--- config.mk ---
export PLATFORM = sky130hd
export DESIGN_NAME = hs_arith_pipe_multi_in_adder
export DESIGN_NICKNAME = d
export VERILOG_FILES = /design/src/rtl/hs_arith_pipe_multi_in_adder.sv
export SDC_FILE = /design/constraint.sdc
export NUM_CORES = 1
export LEC_CHECK = 0
export ABC_CLOCK_PERIOD_IN_PS = 3900
export CAP_MARGIN = 20
export CORE_ASPECT_RATIO = 0.9
export CORE_MARGIN = 8
export CORE_UTILIZATION = 25
export DETAILED_ROUTE_END_ITERATION = 10
export SLEW_MARGIN = 40
export SYNTH_ARGS = -nofsm -noshare
export SYNTH_HDL_FRONTEND = slang
export SYNTH_SLANG_ARGS = --single-unit
--- constraint.sdc ---
create_clock -name clk -period 3.9 [get_ports clk]
set_input_delay 1.17 -clock clk [delete_from_list [all_inputs] [get_ports clk]]
set_output_delay 1.17 -clock clk [all_outputs]
set_load 0.1 [all_outputs]
--- src/rtl/hs_arith_pipe_multi_in_adder.sv ---
`default_nettype none
// ============================================================================
// hs_arith_pipe_multi_in_adder: pipelined valid/ready adder tree over INPUT_NUM operands
// Revision: 1.0
// ============================================================================
module hs_arith_pipe_multi_in_adder #(
  parameter int DATA_WIDTH = 8,
  parameter int INPUT_NUM  = 16,
  parameter int SIGNED     = 0,
  parameter int REG_STRIDE = 1
) (
  input  logic                                        clk,
  input  logic                                        rst_n,
  input  logic                                        din_valid,
  output logic                                        din_ready,
  input  logic [DATA_WIDTH-1:0]                       din [INPUT_NUM],
  output logic                                        dout_valid,
  input  logic                                        dout_ready,
  output logic [DATA_WIDTH+$clog2(INPUT_NUM)-1:0]     dout
);

  localparam int ADD_LEVELS   = $clog2(INPUT_NUM);
  localparam int PIPE_STAGES  = (ADD_LEVELS + REG_STRIDE - 1) / REG_STRIDE;
  localparam int OUTPUT_WIDTH = DATA_WIDTH + $clog2(INPUT_NUM);

  typedef logic [INPUT_NUM-1:0][OUTPUT_WIDTH-1:0] vec_t;

  // Number of live elements entering tree level 'level'.
  function automatic int count_at(input int level);
    int n;
    n = INPUT_NUM;
    for (int k = 0; k < ADD_LEVELS; k++) begin
      if (k < level) n = (n + 1) / 2;
    end
    return n;
  endfunction

  // One tree level: element i pairs with i+ceil(n/2); an odd middle element passes through.
  function automatic vec_t add_level(input vec_t e, input int n);
    vec_t r;
    int   h;
    r = '0;
    h = (n + 1) / 2;
    for (int i = 0; i < INPUT_NUM; i++) begin
      if (i < n / 2)  r[i] = e[i] + e[(i + h) % INPUT_NUM];
      else if (i < h) r[i] = e[i];
    end
    return r;
  endfunction

  function automatic logic [OUTPUT_WIDTH-1:0] head(input vec_t e);
    return e[0];
  endfunction

  logic [PIPE_STAGES-1:0] valid_q;
  vec_t                   data_q [PIPE_STAGES];
  vec_t                   data_d [PIPE_STAGES];
  vec_t                   src    [PIPE_STAGES];
  logic [PIPE_STAGES-1:0] up_valid;
  logic [PIPE_STAGES-1:0] stage_rdy;
  vec_t                   ext;

  always_comb begin
    ext = '0;
    for (int i = 0; i < INPUT_NUM; i++) begin
      if (SIGNED != 0) ext[i] = OUTPUT_WIDTH'(signed'(din[i]));
      else             ext[i] = OUTPUT_WIDTH'(din[i]);
    end
  end

  always_comb begin
    src[0]      = ext;
    up_valid[0] = din_valid;
    for (int j = 1; j < PIPE_STAGES; j++) begin
      src[j]      = data_q[j-1];
      up_valid[j] = valid_q[j-1];
    end
  end

  // Stage j evaluates tree levels [j*REG_STRIDE, (j+1)*REG_STRIDE).
  always_comb begin : p_tree
    vec_t acc;
    acc = '0;
    for (int j = 0; j < PIPE_STAGES; j++) begin
      acc = src[j];
      for (int k = 0; k < ADD_LEVELS; k++) begin
        if (k / REG_STRIDE == j) acc = add_level(acc, count_at(k));
      end
      data_d[j] = acc;
    end
  end

  // Unrolled form of rdy[j] = !v[j] | rdy[j+1]: ready unless every stage from j down is full.
  always_comb begin : p_ready
    logic all_full;
    all_full  = 1'b0;
    stage_rdy = '0;
    for (int j = 0; j < PIPE_STAGES; j++) begin
      all_full = 1'b1;
      for (int m = 0; m < PIPE_STAGES; m++) begin
        if (m >= j) all_full = all_full & valid_q[m];
      end
      stage_rdy[j] = dout_ready | ~all_full;
    end
  end

  always_ff @(posedge clk) begin
    if (!rst_n) begin
      valid_q <= '0;
      for (int j = 0; j < PIPE_STAGES; j++) data_q[j] <= '0;
    end else begin
      for (int j = 0; j < PIPE_STAGES; j++) begin
        if (stage_rdy[j]) begin
          valid_q[j] <= up_valid[j];
          if (up_valid[j]) data_q[j] <= data_d[j];
        end
      end
    end
  end

  assign din_ready  = rst_n & stage_rdy[0];
  assign dout_valid = valid_q[PIPE_STAGES-1];
  assign dout       = head(data_q[PIPE_STAGES-1]);

endmodule
`default_nettype wire

==> summary.txt, run 1 <==
Outcome
  – Outcome: complete, no violations

Die
  – Die height: between 200 and 250 um
  – Site Rows: 70
  – DIE WIDTH: between 200 and 250 um
  – Core ar.: 40640 sq um
  – Die area: 47970 sq um
  – Num ports: 146
  – Initial Util: between 20 and 30%

Synth
  – Syn. warnings: 0
  – Mapped Area: roughly 10000 sq um
  – Cell count after synthesis: ~970
  – Syn Nets: between 1000 and 1500
  – Sequential share of the synthesized area: ~43%
  – Synthesized flop and latch total: 150
  – Predominant post-synthesis flop cell: edfxtp_1
  – Synth unique cells: 46
  – Number of enable flip-flop cells after synthesis: ~150
  – Mean Syn Cell Area: between 10 and 15 sq um
  – Post-synthesis async set-or-reset flop share: 0%

Clock tree
  – CTS HTree Levels: 4
  – Skew-Pair Late Insertion Delay: between 400 and 500 ps
  – CTS tree: built
  – Clock sink count: 150
  – Hold buffer count at cts: 0
  – Number of setup buffers added after CTS: 0
  – Clk pin slew, worst setup/hold paths: about 60 ps
  – Maximum root-to-sink buffer count: 2
  – CTS Buf Count: 17
  – Post-CTS sizing: 0
  – Root Buffer: clkbuf_16

Finish
  – Diode count: 0
  – Layout net count: approximately 1400
  – Most frequent cells in the layout: edfxtp_1, ha_1, clkdlybuf4s50_1
  – Most common cell after layout, fill and taps aside: edfxtp_1
  – Layout cell share with drive strength beyond 1: 5.677%
  – # fillers: ~4200
  – Final Instance Area: between 10000 and 15000 sq um
  – Finished Layout Cells: between 1500 and 2000
  – P&R area growth vs syn: 26.56%

Timing
  – Slew Viols, Final: 0
  – Tmin final: 3692 ps
  – RSZ-0062 raised after global routing: false
  – Final hold vios: 0
  – Setup violations, final: 0
  – Max Fclk: 0.2709 GHz
  – Fin crit share: roughly 95%
  – Worst slew pin tran: around 630 ps
  – Max Clock Skew: 13.33 ps
  – TNS Setup: 0 ps
  – Rel. slew slack: between 50% and 60%

Critical path
  – Crit path required time: approximately 2700 ps
  – CP max FO: 2
  – Worst setup path category: primary input to output pin
  – Reg2reg setup slack: 1480 ps
  – Slowest stage delay, CP: between 400 and 500 ps
  – Startpoint Class: primary input
  – Critical Path Slowest Stage Cell: clkdlybuf4s50_1
  – CP cell instances: clkdlybuf4s50_1, nor2b_1, nand4_1, and2_1, buf_12
  – CP top delay family: simple AND/OR/NAND/NOR gates
  – Crit. End Element: output pin
  – Buffer and inverter count on the worst path: 2
  – CP arrival: 2520 ps

Detailed routing
  – Post-DR wirelength/cell: approximately 14 um
  – DR DRC count: 0
  – Drt via density: about 4.5
  – DRT Wirelength: about 23 mm
  – DR vias: roughly 7700
  – First-pass DRT Iterations: 5
  – Routed Antenna Nets: 0
  – DRT iter0 DRCs: 495

Hold path
  – Hold crit path type: flop to flop

Global route
  – Largest net degree at the start of global routing: between 40 and 50
  – Vias in the first global route: roughly 7800
  – Total track usage: ~9.6%
  – Grt ovf: 0
  – Number of antenna violations at the first check in global routing: 0
  – First-pass GRT wire length: roughly 38 mm

Flow run
  – MaxCap Viol Count: 0

Place
  – Number of instances in the placed design: 1654
  – GPL Wtd Cong: about 0.8
  – DPL Wire Length: 18.71 mm
  – IO Port Bufs: between 100 and 150
  – Placed cell area: 12460 sq um

Pwr
  – Leak Pwr: between 5 and 6 nW
  – PwrDens: between 300 and 400 nW/um^2
  – Max IR drop VDD: around 0.26 mV
final timing paths:
| kind | depth (start not counted) | from | to |
|---|---|---|---|
| max | 5 | dout_ready | din_ready |
| min | 2 | valid_q[0] | valid_q[1] |
| max reg2reg | 8 | data_q[2][0] | data_q[3][10] |
| min reg2reg | 2 | valid_q[0] | valid_q[1] |
final cells by class:
class	count	area, sq um	area share, %
clock buffer	17	425.4	3.263
clock inverter	14	150.1	1.152
inverter	40	150.1	1.152
multi-input combinational	767	5629	43.17
sequential	150	4464	34.24
tap	540	675.6	5.182
timing repair buffer	157	1544	11.84
tightest hold or removal path, cell delays in order, from the launching register on:
cell and delay, ps:
dfxtp_1 340, inv_1 70, a21boi_0 70
through the flow:
| step | power (mW) | setup WS (ps) | util, % | hold slack [ps] |
|---|---|---|---|---|
| 2_1_floorplan | 2.810 | 43.47 | - | 490.3 |
| 3_5_place_dp | 3.190 | 224.8 | 30.67 | 519.4 |
| 5_1_grt | 5.039 | 100.1 | 32.08 | 581.1 |
| 6_report | 4.782 | 208.5 | 32.08 | 532.4 |
| 3_3_place_gp | 3.176 | 233.2 | 30.67 | 509.3 |
| 4_1_cts | 4.841 | 200.4 | 32.08 | 527.8 |
state kept, by name, indices dropped and copies added (netlist names):
| signal | cells |
|---|---|
| data_q | 146 |
| valid_q | 4 |
synth_stat cells (all sizes together) (18+ instances only):
cell type	count	share of area [%]
edfxtp	146	43
ha	131	16
nor2	119	4.3
o21ai	51	2.5
nor3	46	2.2
a211oi	43	3.1
o21a	43	3.1
inv	40	1.5
a21oi	39	1.9
xor2	38	3.2
nand2	32	1.2
nand3	32	1.6
a21o	22	1.6
and3	20	1.2
xnor2	18	1.5
metal layers:
layer,track usage [%],up-vias,share of wire [%]
li1,-,3990,-
met1,13.47,3517,52
met2,14.77,136,43
met3,2.424,12,4.1
met4,2.314,0,0.75
met5,0,-,0
power breakdown:
group	leakage (nW)	total (mW)	switching [mW]	internal, mW
logic	3.37	1.18	0.632	0.547
clock network	0.273	1.63	0.684	0.944
registers	1.60	1.97	0.0553	1.92
cell families after synthesis:
family / count (synthesis) / synth area share (%)
AND/OR/NAND/NOR: 308 / 14.23
AO/OA/AOI/OAI: 255 / 16.55
flip-flops: 150 / 43.33
adder cells (fa/ha/maj): 146 / 18.82
buffers and inverters: 57 / 2.077
XOR/XNOR: 56 / 4.761
multiplexers: 2 / 0.2186
Power figures use the tool's default switching activity.
==> run 2: changes to the inputs <==
--- a/config.mk
+++ b/config.mk
@@ -5,12 +5,13 @@
 export SDC_FILE = /design/constraint.sdc
 export NUM_CORES = 1
 export LEC_CHECK = 0
-export ABC_CLOCK_PERIOD_IN_PS = 3900
+export ABC_CLOCK_PERIOD_IN_PS = 3700
 export CAP_MARGIN = 20
 export CORE_ASPECT_RATIO = 0.9
 export CORE_MARGIN = 8
 export CORE_UTILIZATION = 25
 export DETAILED_ROUTE_END_ITERATION = 10
+export REMOVE_ABC_BUFFERS = 1
 export SLEW_MARGIN = 40
 export SYNTH_ARGS = -nofsm -noshare
 export SYNTH_HDL_FRONTEND = slang
==> constraint.sdc (replaced) <==
create_clock -name clk -period 3.7 [get_ports clk]
set_input_delay 1.11 -clock clk [delete_from_list [all_inputs] [get_ports clk]]
set_output_delay 1.11 -clock clk [all_outputs]
set_load 0.1 [all_outputs]
==> summary.txt, run 2 (same netlist as run 1, synthesis figures left out) <==
Flow run
  – MaxCap Viol Count: 0 (unchanged)

Timing
  – Fin crit share: around 93%
  – RSZ-0062 raised after global routing: false
  – Rel. slew slack: 57.19% (-1.1 points)
  – Setup violations, final: 0 (unchanged)
  – Final hold vios: 0 (unchanged)
  – Max Fclk: roughly 0.29 GHz
  – Max Clock Skew: 12.56 ps (-0.7743 ps)
  – Worst slew pin tran: 642.1 ps (+15.91 ps)
  – Final hold slack: 532.3 ps (-0.08400 ps)
  – Slew Viols, Final: 0 (unchanged)
  – Tmin final: between 3000 and 4000 ps

Clock tree
  – Maximum root-to-sink buffer count: 2 (unchanged)
  – CTS Buf Count: 17 (unchanged)
  – Number of setup buffers added after CTS: 0 (unchanged)
  – CTS tree: built
  – Skew-Pair Late Insertion Delay: 420 ps (about the same)
  – Post-CTS sizing: 0 (unchanged)
  – Hold buffer count at cts: 0 (unchanged)
  – Root Buffer: clkbuf_16
  – Clk pin slew, worst setup/hold paths: 60 ps (about the same)
  – Clock sink count: 150 (unchanged)
  – CTS HTree Levels: 4 (unchanged)

Pwr
  – Leak Pwr: 5.265 nW (+0.41%)
  – PwrDens: 390.5 nW/um^2 (+6.5%)
  – Max IR drop VDD: 0.2814 mV (+9.8%)

Detailed routing
  – Post-DR wirelength/cell: 13.99 um (+1.2%)
  – Drt via density: 4.542 (about the same)
  – DRT iter0 DRCs: 385 (-22%)
  – DRT Wirelength: 23.59 mm (+1.2%)
  – First-pass DRT Iterations: 5 (unchanged)
  – DR DRC count: 0 (unchanged)
  – Routed Antenna Nets: 0 (unchanged)
  – DR vias: 7657 (+0.026%)

Global route
  – Total track usage: 9.602% (-0.043 points)
  – Grt ovf: 0 (unchanged)
  – Number of antenna violations at the first check in global routing: 0 (unchanged)
  – Vias in the first global route: 7652 (-2.3%)
  – First-pass GRT wire length: 37.86 mm (-1.3%)
  – Largest net degree at the start of global routing: 55 (+12%)

Finish
  – P&R area growth vs syn: 26.78%
  – Most frequent cells in the layout: edfxtp_1, ha_1, clkdlybuf4s50_1
  – Layout cell share with drive strength beyond 1: 5.846% (+0.17 points)
  – Diode count: 0 (unchanged)
  – Max reg flops: 146 (unchanged)
  – Most common cell after layout, fill and taps aside: edfxtp_1
  – Layout net count: 1411 (unchanged)
  – Largest registers: data_q (146), valid_q (4)
  – Final Instance Area: 13060 sq um (+0.17%)
  – # fillers: 4152 (-0.19%)
  – Area of the multi-input gates: 5629 sq um (unchanged)
  – FF+latch area: 4464 sq um (unchanged)
  – Final core utilization: 32.14% (+0.055 points)
  – Largest register by flop count: data_q

Die
  – Initial Util: 25.35% (unchanged)
  – Num ports: 146 (unchanged)
  – Core ar.: 40640 sq um (unchanged)
  – DIE WIDTH: 230.0 um (unchanged)
  – Die height: 208.6 um (unchanged)
  – Die area: 47970 sq um (unchanged)
  – Site Rows: 70 (unchanged)

Critical path
  – Crit path required time: 2590 ps (-140 ps)
  – Worst setup path category: primary input to output pin
  – Crit. End Element: output pin
  – Startpoint Class: primary input
  – CP arrival: 2340 ps (-180 ps)
  – CP max FO: 2 (unchanged)

Hold path
  – Hold crit path type: flop to flop

Outcome
  – Outcome: complete, no violations

Place
  – GPL Wtd Cong: 0.8384 (+4.3%)
  – DPL Wire Length: 19.11 mm (+2.1%)
  – Placed cell area: 12450 sq um (-0.10%)
  – IO Port Bufs: 145 (unchanged)
## run 2: cell count changes in the layout (fill, tap and decap cells not counted), sizes merged
cell,delta
inv,+5
clkinv,-2
clkinvlp,-3
clkbuf,+1
## run 2: critical path, cell delays in order
cell	delay [ps]
clkdlybuf4s50_1	420
nor2b_1	220
nand4_1	150
and2_1	240
buf_12	180
## run 2: routing by layer
metal / vias to the layer above / global-route usage, % / routed length [um]
li1: 3986 / - / -
met1: 3530 / 12.56 / 11540
met2: 123 / 15.98 / 10910
met3: 18 / 2.099 / 858
met4: 0 / 2.314 / 272
met5: - / 0 / 0
## run 2: layout make-up
cell class / instances / share of cell area (%)
Multi-Input combinational cell: 767 / 43.10
Sequential cell: 150 / 34.18
Timing Repair Buffer: 157 / 11.73
Tap cell: 540 / 5.173
Clock buffer: 18 / 3.286
Clock inverter: 14 / 1.389
Inverter: 40 / 1.150
## run 2: final timing paths
check | slack [ps] | start | to | cells after the start
max reg2reg | 1260 | data_q[1][37] | data_q[2][21] | 6
min | 530 | valid_q[0] | valid_q[1] | 2
max | 250 | dout_ready | din_ready | 5
min reg2reg | 530 | valid_q[0] | valid_q[1] | 2
## run 2: power breakdown
group	switching [mW]	internal (mW)	leakage, nW
Clock	0.749	1.03	0.300
Combinational	0.664	0.576	3.37
Sequential	0.0606	2.02	1.60
## run 2: metrics by stage
stage,cells,power (mW),setup TNS (ps),worst slack [ps]
final,1686,5.101,0,250.3
after global routing,1686,5.362,0,147.7
after CTS,1686,5.160,0,252.7
after detailed placement,1654,3.364,0,274.2
after global placement,1654,3.352,0,301.4
after floorplan,957,2.959,-8076,-112.2
==> run 3: changes to the inputs <==
--- a/config.mk
+++ b/config.mk
@@ -5,7 +5,7 @@
 export SDC_FILE = /design/constraint.sdc
 export NUM_CORES = 1
 export LEC_CHECK = 0
-export ABC_CLOCK_PERIOD_IN_PS = 3700
+export ABC_CLOCK_PERIOD_IN_PS = 4400
 export CAP_MARGIN = 20
 export CORE_ASPECT_RATIO = 0.9
 export CORE_MARGIN = 8
==> constraint.sdc (replaced) <==
create_clock -name clk -period 4.4 [get_ports clk]
set_input_delay 1.32 -clock clk [delete_from_list [all_inputs] [get_ports clk]]
set_output_delay 1.32 -clock clk [all_outputs]
set_load 0.1 [all_outputs]
==> summary.txt, run 3 (same netlist as run 1, synthesis figures left out) <==
Outcome
  – Outcome: complete, no violations

Finish
  – FF+latch area: 4464 sq um (unchanged)
  – Final Instance Area: 13000 sq um (-0.47%)
  – Area of the multi-input gates: 5632 sq um (about the same)
  – Most frequent cells in the layout: edfxtp_1, ha_1, clkdlybuf4s50_1
  – Most common cell after layout, fill and taps aside: edfxtp_1
  – Final core utilization: 31.99% (-0.15 points)
  – Layout cell share with drive strength beyond 1: 5.424% (-0.42 points)
  – Largest registers: data_q (146), valid_q (4)
  – Finished Layout Cells: 1683 (-0.18%)
  – Largest register by flop count: data_q
  – # fillers: 4149 (-0.072%)
  – Diode count: 0 (unchanged)
  – Max reg flops: 146 (unchanged)
  – P&R area growth vs syn: 26.18%
  – Layout net count: 1408 (-0.21%)

Clock tree
  – Skew-Pair Late Insertion Delay: 420 ps (about the same)
  – Clock sink count: 150 (unchanged)
  – Hold buffer count at cts: 0 (unchanged)
  – CTS HTree Levels: 4 (unchanged)
  – CTS tree: built
  – Root Buffer: clkbuf_16
  – CTS Buf Count: 17 (unchanged)
  – Number of setup buffers added after CTS: 0 (unchanged)
  – Maximum root-to-sink buffer count: 2 (unchanged)
  – Post-CTS sizing: 0 (unchanged)
  – Clk pin slew, worst setup/hold paths: 60 ps (about the same)

Critical path
  – Crit path required time: 3080 ps (+490 ps)
  – Startpoint Class: primary input
  – Critical Path Slowest Stage Cell: clkdlybuf4s50_1
  – CP cell instances: clkdlybuf4s50_1, nor2b_1, nand4_1, and2_1, buf_12
  – Cell depth of the worst flop-to-flop path: 8 (+2)
  – Buffer and inverter count on the worst path: 2 (unchanged)
  – Crit path depth: 5 (unchanged)
  – Crit. End Element: output pin
  – Worst setup path category: primary input to output pin
  – CP max FO: 5 (+3)
  – CP top delay family: simple AND/OR/NAND/NOR gates
  – Slowest stage delay, CP: 420 ps (about the same)
  – CP arrival: 2650 ps (+310 ps)

Pwr
  – Sequential Power Share: 41.3% (+0.5 points)
  – Sw Pwr: 1.178 mW (-20%)
  – Gate power share: 24.5% (+0.2 points)
  – Leak Pwr: 5.228 nW (-0.71%)
  – Cell Int Power: 3.071 mW (-15%)
  – Clk network pwr share: 34.2% (-0.6 points)
  – Net Sw Frac: 27.73% (-1.2 points)
  – Max IR drop VDD: 0.2843 mV (+1.0%)
  – PwrDens: 326.8 nW/um^2 (-16%)

Global route
  – M1 GR Usage: 12.67% (+0.11 points)
  – Total track usage: 9.717% (+0.11 points)
  – Number of antenna violations at the first check in global routing: 0 (unchanged)
  – Largest net degree at the start of global routing: 55 (unchanged)
  – Met2 GRT Util: 16.17% (+0.19 points)
  – Grt ovf: 0 (unchanged)
  – Top Usage Layer GRT: met2
  – Vias in the first global route: 7807 (+2.0%)
  – Grt met3 use: 2.356% (+0.26 points)
  – First-pass GRT wire length: 38.28 mm (+1.1%)

Place
  – IO Port Bufs: 145 (unchanged)
  – GPL Wtd Cong: 0.8337 (-0.56%)
  – Placed cell area: 12410 sq um (-0.34%)
  – DPL Wire Length: 19.31 mm (+1.0%)
  – Number of instances in the placed design: 1651 (-0.18%)

Detailed routing
  – Post-DR wirelength/cell: 14.10 um (+0.75%)
  – Drt via density: 4.569 (+0.61%)
  – DR DRC count: 0 (unchanged)
  – DR vias: 7690 (+0.43%)
  – First-pass DRT Iterations: 5 (unchanged)
  – Routed Antenna Nets: 0 (unchanged)
  – DRT Wirelength: 23.72 mm (+0.57%)
  – DRT iter0 DRCs: 424 (+10%)

Timing
  – TNS Setup: 0 ps (unchanged)
  – Rel. slew slack: 60.75% (+3.6 points)
  – Tmin final: between 3000 and 4000 ps
  – Final hold slack: 541.6 ps (+9.272 ps)
  – Slew Viols, Final: 0 (unchanged)
  – RSZ-0062 raised after global routing: false
  – Max Fclk: about 0.25 GHz
  – Fin crit share: between 90% and 100%
  – Max Clock Skew: 7.914 ps (-4.646 ps)
  – Worst slew pin tran: 588.7 ps (-53.38 ps)
  – Setup violations, final: 0 (unchanged)
  – Final hold vios: 0 (unchanged)

Die
  – Die height: 208.6 um (unchanged)
  – DIE WIDTH: 230.0 um (unchanged)
  – Num ports: 146 (unchanged)
  – Site Rows: 70 (unchanged)
  – Die area: 47970 sq um (unchanged)
  – Initial Util: 25.35% (unchanged)
  – Core ar.: 40640 sq um (unchanged)

Flow run
  – MaxCap Viol Count: 0 (unchanged)

Hold path
  – Hold Path Stages: 2 (unchanged)
  – Hold crit path type: flop to flop
run 3: changes by cell type in the layout (fill, tap and decap cells not counted), sizes merged:
cell	before	now
bufinv	2	3
buf	26	23
clkinvlp	0	3
clkbuf	18	19
inv	49	41
clkinv	3	6
run 3: worst paths after layout:
kind,start,endpoint,slack (ps)
max,dout_ready,din_ready,430
min,valid_q[0],valid_q[1],540
max reg2reg,data_q[2][0],data_q[3][10],2000
min reg2reg,valid_q[0],valid_q[1],540
run 3: per-stage QoR:
| step | total power [mW] | setup slack, ps |
|---|---|---|
| 2_1_floorplan | 2.488 | 377.8 |
| 3_3_place_gp | 2.817 | 455.7 |
| 3_5_place_dp | 2.827 | 430.9 |
| 4_1_cts | 4.300 | 416.5 |
| 5_1_grt | 4.476 | 286.2 |
| 6_report | 4.249 | 430.1 |
run 3: power by group through the flow:
| stage | registers, mW | logic [mW] | clock network, mW |
|---|---|---|---|
| global placement | 1.78 | 1.03 | 0 |
| detailed placement | 1.79 | 1.04 | 0 |
| floorplan | 1.81 | 0.682 | 0 |
| global route | 1.76 | 1.17 | 1.54 |
| finish | 1.75 | 1.04 | 1.46 |
| CTS | 1.76 | 1.05 | 1.49 |
run 3: tightest hold or removal path, stage by stage, from the launching register on:
cell and delay, ps:
dfxtp_1 340, inv_1 80, a21boi_0 70
run 3: final cells by class:
cell class              count  share of cell area [%]
multi-input cells         767                   43.32
flip-flops and latches    150                   34.34
repair buffers            154                   11.45
well taps                 540                   5.197
clock buffers              19                   3.330
clock inverters            13                   1.203
inverters                  40                   1.155
run 3: layer usage:
| metal | vias up | part of all wire (%) |
|---|---|---|
| li1 | 3983 | - |
| met3 | 17 | 4.5 |
| met5 | - | 0 |
| met4 | 0 | 0.90 |
| met1 | 3556 | 49 |
| met2 | 134 | 46 |
